[config.mk]
export PLATFORM = sky130hd
export DESIGN_NAME = peripheral_ahb3_apb4_bridge
export DESIGN_NICKNAME = d
export VERILOG_FILES = /design/src/rtl/peripheral_ahb3_pkg.sv /design/src/rtl/peripheral_apb4_lane_ctrl.sv /design/src/rtl/peripheral_ahb3_apb4_bridge.sv
export SDC_FILE = /design/constraint.sdc
export NUM_CORES = 1
export LEC_CHECK = 0
export BUFFER_PORTS_ARGS = -buffer_cell sky130_fd_sc_hd__buf_2
export CELL_PAD_IN_SITES_DETAIL_PLACEMENT = 0
export CELL_PAD_IN_SITES_GLOBAL_PLACEMENT = 1
export CORE_MARGIN = 3
export CORE_UTILIZATION = 44
export DETAILED_ROUTE_END_ITERATION = 10
export PLACE_DENSITY_LB_ADDON = 0.12
export SETUP_SLACK_MARGIN = 0.5
export SLEW_MARGIN = 10
export SYNTH_ARGS = -nofsm -noshare
export SYNTH_HDL_FRONTEND = slang
export SYNTH_SLANG_ARGS = --single-unit
[constraint.sdc]
create_clock -name HCLK -period 7.94 [get_ports HCLK]
set_input_delay 1.191 -clock HCLK [delete_from_list [all_inputs] [get_ports HCLK]]
set_output_delay 1.191 -clock HCLK [all_outputs]
set_load 0.03 [all_outputs]
[src/rtl/peripheral_ahb3_pkg.sv]
// ---------------------------------------------------------------------------
// peripheral_ahb3_pkg
// Shared AHB3-Lite encodings and the AHB3-to-APB4 bridge state type.
//   HTRANS_*  transfer type encodings
//   HSIZE_*   transfer size encodings
//   HRESP_*   response encodings
//   HPROT_*   bit positions inside HPROT
//   bridge_state_t  bridge FSM states
// ---------------------------------------------------------------------------
package peripheral_ahb3_pkg;

   localparam logic [1:0] HTRANS_IDLE   = 2'b00;
   localparam logic [1:0] HTRANS_BUSY   = 2'b01;
   localparam logic [1:0] HTRANS_NONSEQ = 2'b10;
   localparam logic [1:0] HTRANS_SEQ    = 2'b11;

   localparam logic [2:0] HSIZE_BYTE  = 3'b000;
   localparam logic [2:0] HSIZE_HWORD = 3'b001;
   localparam logic [2:0] HSIZE_WORD  = 3'b010;
   localparam logic [2:0] HSIZE_DWORD = 3'b011;
   localparam logic [2:0] HSIZE_B128  = 3'b100;
   localparam logic [2:0] HSIZE_B256  = 3'b101;
   localparam logic [2:0] HSIZE_B512  = 3'b110;
   localparam logic [2:0] HSIZE_B1024 = 3'b111;

   localparam logic HRESP_OKAY  = 1'b0;
   localparam logic HRESP_ERROR = 1'b1;

   localparam int HPROT_DATA       = 0;
   localparam int HPROT_PRIVILEGED = 1;
   localparam int HPROT_BUFFERABLE = 2;
   localparam int HPROT_CACHEABLE  = 3;

   typedef enum logic [2:0] {
      ST_IDLE   = 3'd0,
      ST_DATA   = 3'd1,
      ST_PEND   = 3'd2,
      ST_SETUP  = 3'd3,
      ST_ACCESS = 3'd4,
      ST_ERR1   = 3'd5,
      ST_ERR2   = 3'd6
   } bridge_state_t;

endpackage

[src/rtl/peripheral_apb4_lane_ctrl.sv]
// ---------------------------------------------------------------------------
// peripheral_apb4_lane_ctrl
// Pure combinational beat geometry for the AHB3-to-APB4 bridge.
// For a given AHB address/size and APB beat index it produces:
//   haddr  in   latched AHB address
//   hsize  in   latched AHB size
//   beat   in   APB beat index within the AHB access
//   paddr  out  APB address of that beat (wraps modulo 2^PADDR_SIZE)
//   lane   out  first HDATA byte lane carried by that beat
//   pstrb  out  bytes of the APB word covered by [haddr, haddr+2^hsize)
// ---------------------------------------------------------------------------
module peripheral_apb4_lane_ctrl
   import peripheral_ahb3_pkg::*;
#(
   parameter int HADDR_SIZE = 32,
   parameter int HDATA_SIZE = 32,
   parameter int PADDR_SIZE = 10,
   parameter int PDATA_SIZE = 8,
   parameter int BEAT_W     = 3,
   parameter int LANE_W     = 2
) (
   input  logic [HADDR_SIZE-1:0]   haddr,
   input  logic [2:0]              hsize,
   input  logic [BEAT_W-1:0]       beat,
   output logic [PADDR_SIZE-1:0]   paddr,
   output logic [LANE_W-1:0]       lane,
   output logic [PDATA_SIZE/8-1:0] pstrb
);

   localparam int PBYTES = PDATA_SIZE / 8;
   localparam int HBYTES = HDATA_SIZE / 8;
   localparam logic [PADDR_SIZE-1:0] PMASK = ~PADDR_SIZE'(PBYTES - 1);

   int lo;
   int off;
   int beat_ofs;
   int nbytes;
   int lane_i;
   int rel;

   // Upper address bits only matter to the AHB decoder, not to beat geometry.
   logic unused_haddr;
   assign unused_haddr = ^haddr;

   always_comb begin
      lo       = int'(haddr[LANE_W-1:0]);
      off      = lo & (PBYTES - 1);
      beat_ofs = int'(beat) * PBYTES;
      nbytes   = 1 << hsize;
      // Lane wraps within the HDATA word; masks collapse to 0 when HBYTES=1.
      lane_i   = ((lo & (HBYTES - 1) & ~(PBYTES - 1)) + beat_ofs) & (HBYTES - 1);
      lane     = LANE_W'(lane_i);
      paddr    = (haddr[PADDR_SIZE-1:0] & PMASK) + PADDR_SIZE'(beat_ofs);
      rel      = 0;
      pstrb    = '0;
      // Byte i of this beat sits at (beat_ofs + i - off) bytes past HADDR.
      for (int i = 0; i < PBYTES; i++) begin
         rel      = beat_ofs + i - off;
         pstrb[i] = (rel >= 0) && (rel < nbytes);
      end
   end

endmodule

[src/rtl/peripheral_ahb3_apb4_bridge.sv]
// ---------------------------------------------------------------------------
// peripheral_ahb3_apb4_bridge
// Single-clock AHB3-Lite slave to APB4 master bridge. The APB side runs on
// HCLK qualified by PCLKEN; accesses wider than PDATA_SIZE are split into
// sequential APB beats. PSLVERR becomes a two-cycle AHB ERROR response.
//
// Ports
//   HCLK, HRESETn                    clock, async active-low reset
//   HSEL HWRITE HREADY HMASTLOCK     AHB control (HMASTLOCK ignored)
//   HADDR HWDATA HSIZE HBURST HPROT  AHB address/data/attributes (HBURST ignored)
//   HTRANS                           AHB transfer type
//   HRDATA HREADYOUT HRESP           AHB slave response
//   PCLKEN                           APB clock enable
//   PSEL PENABLE PWRITE PPROT PSTRB  APB master control
//   PADDR PWDATA                     APB address / write data
//   PRDATA PREADY PSLVERR            APB slave response
//
// Build option
//   PERIPHERAL_AHB3_APB4_TIMEOUT_EN  when defined, an ACCESS phase with
//   PREADY low for TIMEOUT enabled cycles is aborted with an AHB ERROR.
// ---------------------------------------------------------------------------
module peripheral_ahb3_apb4_bridge
   import peripheral_ahb3_pkg::*;
#(
   parameter int HADDR_SIZE = 32,
   parameter int HDATA_SIZE = 32,
   parameter int PADDR_SIZE = 10,
   parameter int PDATA_SIZE = 8,
   parameter int TIMEOUT    = 255
) (
   input  logic                    HCLK,
   input  logic                    HRESETn,
   input  logic                    HSEL,
   input  logic                    HWRITE,
   input  logic                    HREADY,
   input  logic                    HMASTLOCK,
   input  logic [HADDR_SIZE-1:0]   HADDR,
   input  logic [HDATA_SIZE-1:0]   HWDATA,
   output logic [HDATA_SIZE-1:0]   HRDATA,
   input  logic [2:0]              HSIZE,
   input  logic [2:0]              HBURST,
   input  logic [3:0]              HPROT,
   input  logic [1:0]              HTRANS,
   output logic                    HREADYOUT,
   output logic                    HRESP,
   input  logic                    PCLKEN,
   output logic                    PSEL,
   output logic                    PENABLE,
   output logic                    PWRITE,
   output logic [2:0]              PPROT,
   output logic [PDATA_SIZE/8-1:0] PSTRB,
   output logic [PADDR_SIZE-1:0]   PADDR,
   output logic [PDATA_SIZE-1:0]   PWDATA,
   input  logic [PDATA_SIZE-1:0]   PRDATA,
   input  logic                    PREADY,
   input  logic                    PSLVERR
);

   localparam int BEAT_W = $clog2(HDATA_SIZE / PDATA_SIZE) + 1;
   localparam int LANE_W = (HDATA_SIZE > 8) ? $clog2(HDATA_SIZE / 8) : 1;

   bridge_state_t state_q, state_d;

   logic [HADDR_SIZE-1:0]   haddr_q,  haddr_d;
   logic                    hwrite_q, hwrite_d;
   logic [2:0]              hsize_q,  hsize_d;
   logic [3:0]              hprot_q,  hprot_d;
   logic [HDATA_SIZE-1:0]   hwdata_q, hwdata_d;
   logic [BEAT_W-1:0]       beat_q,   beat_d;
   logic [LANE_W-1:0]       lane_q,   lane_d;

   logic [HDATA_SIZE-1:0]   hrdata_d;
   logic                    hreadyout_d;
   logic                    hresp_d;
   logic                    psel_d;
   logic                    penable_d;
   logic                    pwrite_d;
   logic [2:0]              pprot_d;
   logic [PDATA_SIZE/8-1:0] pstrb_d;
   logic [PADDR_SIZE-1:0]   paddr_d;
   logic [PDATA_SIZE-1:0]   pwdata_d;

   logic                    accept;
   logic                    size_err;
   logic                    last;
   logic                    load;
   logic [BEAT_W-1:0]       beat_sel;
   logic [HDATA_SIZE-1:0]   wdata_src;
   logic [PADDR_SIZE-1:0]   lc_paddr;
   logic [LANE_W-1:0]       lc_lane;
   logic [PDATA_SIZE/8-1:0] lc_pstrb;

`ifdef PERIPHERAL_AHB3_APB4_TIMEOUT_EN
   localparam int TMO_W = (TIMEOUT < 256) ? 8 : 16;
   logic [TMO_W-1:0] tmo_q, tmo_d;
`endif

   logic unused_in;
   assign unused_in = &{1'b0, HMASTLOCK, HBURST, HTRANS[0], hprot_q[3:2]};

   // Index of the final APB beat for a given AHB size.
   function automatic logic [BEAT_W-1:0] last_beat(input logic [2:0] hs);
      int n;
      n = (8 << hs) / PDATA_SIZE;
      if (n < 1) n = 1;
      return BEAT_W'(n - 1);
   endfunction

   assign accept   = HSEL & HREADY & HTRANS[1];
   assign size_err = (32'd8 << hsize_q) > 32'(HDATA_SIZE);
   assign last     = (beat_q == last_beat(hsize_q));
   // The geometry unit always looks at the beat about to be loaded.
   assign beat_sel = (state_q == ST_ACCESS) ? beat_q + 1'b1 : '0;
   // In DATA the write word is still on HWDATA, not yet in hwdata_q.
   assign wdata_src = (state_q == ST_DATA) ? HWDATA : hwdata_q;

   peripheral_apb4_lane_ctrl #(
      .HADDR_SIZE (HADDR_SIZE),
      .HDATA_SIZE (HDATA_SIZE),
      .PADDR_SIZE (PADDR_SIZE),
      .PDATA_SIZE (PDATA_SIZE),
      .BEAT_W     (BEAT_W),
      .LANE_W     (LANE_W)
   ) u_lane_ctrl (
      .haddr (haddr_q),
      .hsize (hsize_q),
      .beat  (beat_sel),
      .paddr (lc_paddr),
      .lane  (lc_lane),
      .pstrb (lc_pstrb)
   );

   always_comb begin
      state_d     = state_q;
      haddr_d     = haddr_q;
      hwrite_d    = hwrite_q;
      hsize_d     = hsize_q;
      hprot_d     = hprot_q;
      hwdata_d    = hwdata_q;
      beat_d      = beat_q;
      lane_d      = lane_q;
      hrdata_d    = HRDATA;
      hreadyout_d = HREADYOUT;
      hresp_d     = HRESP;
      psel_d      = PSEL;
      penable_d   = PENABLE;
      pwrite_d    = PWRITE;
      pprot_d     = PPROT;
      pstrb_d     = PSTRB;
      paddr_d     = PADDR;
      pwdata_d    = PWDATA;
      load        = 1'b0;
`ifdef PERIPHERAL_AHB3_APB4_TIMEOUT_EN
      tmo_d       = tmo_q;
`endif

      case (state_q)
         ST_IDLE, ST_ERR2: begin
            state_d     = ST_IDLE;
            hreadyout_d = 1'b1;
            hresp_d     = HRESP_OKAY;
            if (accept) begin
               state_d     = ST_DATA;
               hreadyout_d = 1'b0;
               haddr_d     = HADDR;
               hwrite_d    = HWRITE;
               hsize_d     = HSIZE;
               hprot_d     = HPROT;
               hrdata_d    = '0;
            end
         end

         ST_DATA: begin
            hwdata_d = HWDATA;
            if (size_err) begin
               state_d = ST_ERR1;
               hresp_d = HRESP_ERROR;
            end else if (PCLKEN) begin
               state_d = ST_SETUP;
               beat_d  = '0;
               load    = 1'b1;
            end else begin
               state_d = ST_PEND;
            end
         end

         ST_PEND: begin
            if (PCLKEN) begin
               state_d = ST_SETUP;
               beat_d  = '0;
               load    = 1'b1;
            end
         end

         ST_SETUP: begin
            if (PCLKEN) begin
               state_d   = ST_ACCESS;
               penable_d = 1'b1;
`ifdef PERIPHERAL_AHB3_APB4_TIMEOUT_EN
               tmo_d     = '0;
`endif
            end
         end

         ST_ACCESS: begin
            if (PCLKEN && PREADY) begin
               hrdata_d[int'(lane_q)*8 +: PDATA_SIZE] = PRDATA;
               if (PSLVERR) begin
                  state_d   = ST_ERR1;
                  hresp_d   = HRESP_ERROR;
                  psel_d    = 1'b0;
                  penable_d = 1'b0;
               end else if (last) begin
                  state_d     = ST_IDLE;
                  hreadyout_d = 1'b1;
                  hresp_d     = HRESP_OKAY;
                  psel_d      = 1'b0;
                  penable_d   = 1'b0;
               end else begin
                  state_d = ST_SETUP;
                  beat_d  = beat_sel;
                  load    = 1'b1;
               end
            end
`ifdef PERIPHERAL_AHB3_APB4_TIMEOUT_EN
            else if (PCLKEN) begin
               if (tmo_q == TMO_W'(TIMEOUT - 1)) begin
                  state_d   = ST_ERR1;
                  hresp_d   = HRESP_ERROR;
                  psel_d    = 1'b0;
                  penable_d = 1'b0;
                  hrdata_d[int'(lane_q)*8 +: PDATA_SIZE] = '0;
               end else begin
                  tmo_d = tmo_q + 1'b1;
               end
            end
`endif
         end

         ST_ERR1: begin
            state_d     = ST_ERR2;
            hreadyout_d = 1'b1;
            hresp_d     = HRESP_ERROR;
         end

         default: begin
            state_d     = ST_IDLE;
            hreadyout_d = 1'b1;
            hresp_d     = HRESP_OKAY;
         end
      endcase

      // Every path that sets load is already qualified by PCLKEN.
      if (load) begin
         psel_d    = 1'b1;
         penable_d = 1'b0;
         pwrite_d  = hwrite_q;
         pprot_d   = {~hprot_q[HPROT_DATA], 1'b0, hprot_q[HPROT_PRIVILEGED]};
         paddr_d   = lc_paddr;
         pstrb_d   = hwrite_q ? lc_pstrb : '0;
         pwdata_d  = wdata_src[int'(lc_lane)*8 +: PDATA_SIZE];
         lane_d    = lc_lane;
      end
   end

   always_ff @(posedge HCLK or negedge HRESETn) begin
      if (!HRESETn) state_q <= ST_IDLE;
      else          state_q <= state_d;
   end

   always_ff @(posedge HCLK or negedge HRESETn) begin
      if (!HRESETn) begin
         haddr_q   <= '0;
         hwrite_q  <= 1'b0;
         hsize_q   <= '0;
         hprot_q   <= '0;
         hwdata_q  <= '0;
         beat_q    <= '0;
         lane_q    <= '0;
         HRDATA    <= '0;
         HREADYOUT <= 1'b1;
         HRESP     <= HRESP_OKAY;
         PSEL      <= 1'b0;
         PENABLE   <= 1'b0;
         PWRITE    <= 1'b0;
         PPROT     <= '0;
         PSTRB     <= '0;
         PADDR     <= '0;
         PWDATA    <= '0;
`ifdef PERIPHERAL_AHB3_APB4_TIMEOUT_EN
         tmo_q     <= '0;
`endif
      end else begin
         haddr_q   <= haddr_d;
         hwrite_q  <= hwrite_d;
         hsize_q   <= hsize_d;
         hprot_q   <= hprot_d;
         hwdata_q  <= hwdata_d;
         beat_q    <= beat_d;
         lane_q    <= lane_d;
         HRDATA    <= hrdata_d;
         HREADYOUT <= hreadyout_d;
         HRESP     <= hresp_d;
         PSEL      <= psel_d;
         PENABLE   <= penable_d;
         PWRITE    <= pwrite_d;
         PPROT     <= pprot_d;
         PSTRB     <= pstrb_d;
         PADDR     <= paddr_d;
         PWDATA    <= pwdata_d;
`ifdef PERIPHERAL_AHB3_APB4_TIMEOUT_EN
         tmo_q     <= tmo_d;
`endif
      end
   end

endmodule

==> reports/summary.txt <==
Max FO, Critical Path -> 23
Crit path DAT -> 3.29 ns
Post-route antenna net violation count -> 0
Final Skew -> 0.00518 ns
Die area -> 13,200 sq um
Required time of the critical path -> 8.12 ns
Synth warn -> 0
Max rail drop VDD -> 0.000199 V
Dominant synthesized flop cell -> dfrtp_1
Setup TNS -> 0 ns
Post-synth EDFFs -> 0
Synthesized cell area -> 5210 sq um
Dpl cell area -> 5900 sq um
Period utilisation layout -> 39.1%
Clock slew at reported path FFs -> 0.07 ns
Max incr delay on CP -> 1.08 ns
Slowest stage cell, crit path -> a21oi_1
Wire per inst -> 16.9 um
# setup viols final -> 0
Longest Clk Path Bufs -> 2
Worst slew margin -> 21.7%
Worst r2r src -> state_q[1]$_DFFE_PN0P_
Yosys top cell area share -> 53.4%
CTS Hold Bufs -> 0
Inst Count DP -> 636
Resized cells post-CTS -> 0
H-tree levels -> 3
Post-synth net total -> 492
Horiz. Die Dim -> 115 um
GPL Wtd Cong -> 0.755
Status -> complete, no violations
Power Total -> 0.00248 W
Period minus WS final -> 3.11 ns
Row count -> 39
P&R area growth vs syn -> 18.6%
Share of the yosys chip area belonging to registers -> 53.9%
Max frequency -> 0.322 GHz
Total I/O pin count -> 152
Most common cell after layout, fill and taps aside -> buf_2
Initial antenna violation count -> 0
Pin count of the biggest net entering global routing -> 85
Core area -> 11,500 sq um
CP Capture Type -> register
Synth area leaders -> dfrtp_1, mux2_2, mux2_4
DRT Wirelength -> 11.0 mm
Pwr dens -> 401 nW/um^2
CTS tree -> yes
Post CTS Setup Buffer Count -> 0
Final non-filler cell area -> 6180 sq um
Pre-CTS setup slack -> 4.46 ns
Syn Inst Count -> 388
Total GRT Usage -> 17.9%
Vias in the first global route -> 3,613
NumNets Final -> 608
Residual DRC -> 0
Worst skew pair latency -> 0.35 ns
Startpoint class of the critical path -> input pin
Initial drt markers -> 141
Global-route wire length before repair -> 18.4 mm
Grt ovf -> 0
CTS sink count -> 112
Die H -> 115 um
Hold Violations, Final -> 0
Layout cells sized above 1 -> 44.8%
Antenna diode count -> 0
Dpl hpwl -> 7.65 mm
Max Transition Viols Final -> 0
Final worst setup slack -> 4.83 ns
Clock buffer count from CTS -> 9
First-pass DRT Iterations -> 4
CP startpoint -> HTRANS[1]
Port Buffers -> 121
Most frequent cells in the layout -> buf_2, dfrtp_1, mux2_2
Yosys cell types -> 52
Syn_area_per_cell -> 13.4 sq um
Cells along the critical path -> buf_2 -> nor2b_1 -> and4_1 -> a21oi_1 -> o21ai_0
Yosys top cell by area -> dfrtp_1
Async set-or-reset flop fraction in the synthesized netlist -> 100%
Vias/cell -> 5.23
HP Class -> reg -> reg
Worst-Margin Slew -> 1.17 ns
Hold Crit Start -> hprot_q[0]$_DFFE_PN0P_
Initial core utilization -> 45.4%
Non-Filler Instances -> 652
Critical path type -> in -> reg
Total number of vias -> 3,411
Static Leak -> 2.95 nW
RSZ-0062 raised after global routing -> no
Clock root buffer -> clkbuf_16
Max-cap violations -> 0
#FFs+latches synth -> 112
## flip-flops by register name, indices dropped and copies added, names as in the netlist
name	count
HRDATA	32
hwrite_q	1
haddr_q	10
beat_q	3
PENABLE	1
HRESP	1
PWRITE	1
hprot_q	2
HREADYOUT	1
PSEL	1
PWDATA	8
PSTRB	1
hsize_q	3
state_q	3
hwdata_q	32
PPROT	2
PADDR	10
## worst max-delay path, delay by kind of cell
family                 cells  cell delay [ns]
AOI/OAI and AO/OA          2             1.30
buffers and inverters      1             0.09
and+or+nand+nor            2             0.70
## metal layers
metal,wire length [um],GRT usage [%],vias up
met5,0,0,-
met4,203,7.67,0
met3,611,4.47,14
met2,5140,27.3,76
met1,5030,24.6,1679
li1,-,-,1642
## path summary, 6_finish.rpt
| path | end | slack [ns] | depth (start not counted) |
|---|---|---|---|
| worst max-delay path | HRDATA[15]$_DFFE_PN0P_ | 4.83 | 5 |
| worst min-delay path | PPROT[2]$_DFFE_PN0P_ | 0.45 | 1 |
| worst max register to register | PWDATA[1]$_DFFE_PN0P_ | 4.84 | 6 |
| worst min register to register | PPROT[2]$_DFFE_PN0P_ | 0.45 | 1 |
| max in group asynchronous | PPROT[0]$_DFFE_PN0P_ | 5.78 | 2 |
| min in group asynchronous | HRDATA[14]$_DFFE_PN0P_ | 0.76 | 1 |
## final cells by class
type	count	area, sq um
Fill cell	995	5290
Clock buffer	14	264
Tap cell	143	179
Clock inverter	2	13.8
Inverter	13	48.8
Sequential cell	112	2800
Multi-Input combinational cell	244	2240
Timing Repair Buffer	124	631
## power breakdown
part           switching, W  internal (W)
Clock              0.000197      0.000231
Combinational      0.000561      0.000551
Sequential         0.000149      0.000790
Total              0.000907       0.00157
## per-stage QoR
step / util (%) / hold slack [ns]
3_3_place_gp: 51.4 / 0.432
5_1_grt: 53.9 / 0.463
2_1_floorplan: - / 0.422
4_1_cts: 53.9 / 0.459
6_report: 53.9 / 0.450
3_5_place_dp: 51.4 / 0.450
## logic make-up (layout without fill, tap and decap cells)
group	Yosys count	after routing	synth area share (%)
adder cells (fa/ha/maj)	11	11	2.79
buffers and inverters	32	153	3.29
flip-flops	112	112	53.9
XOR/XNOR	14	14	2.36
AND/OR/NAND/NOR	68	68	7.21
AO/OA/AOI/OAI	68	68	9.69
other	1	1	0.0720
multiplexers	82	82	20.7
## synthesized netlist by cell type (8+ instances only)
cell type	n
ha_1	10
mux4_2	8
a22o_1	15
nor2_1	9
xnor2_1	10
dfrtp_1	111
o31ai_1	15
mux2_2	55
mux2_4	18
nand2_1	28
o21ai_0	8
a21oi_1	13
inv_1	12
Note: power is estimated with default switching activity, not from simulation.
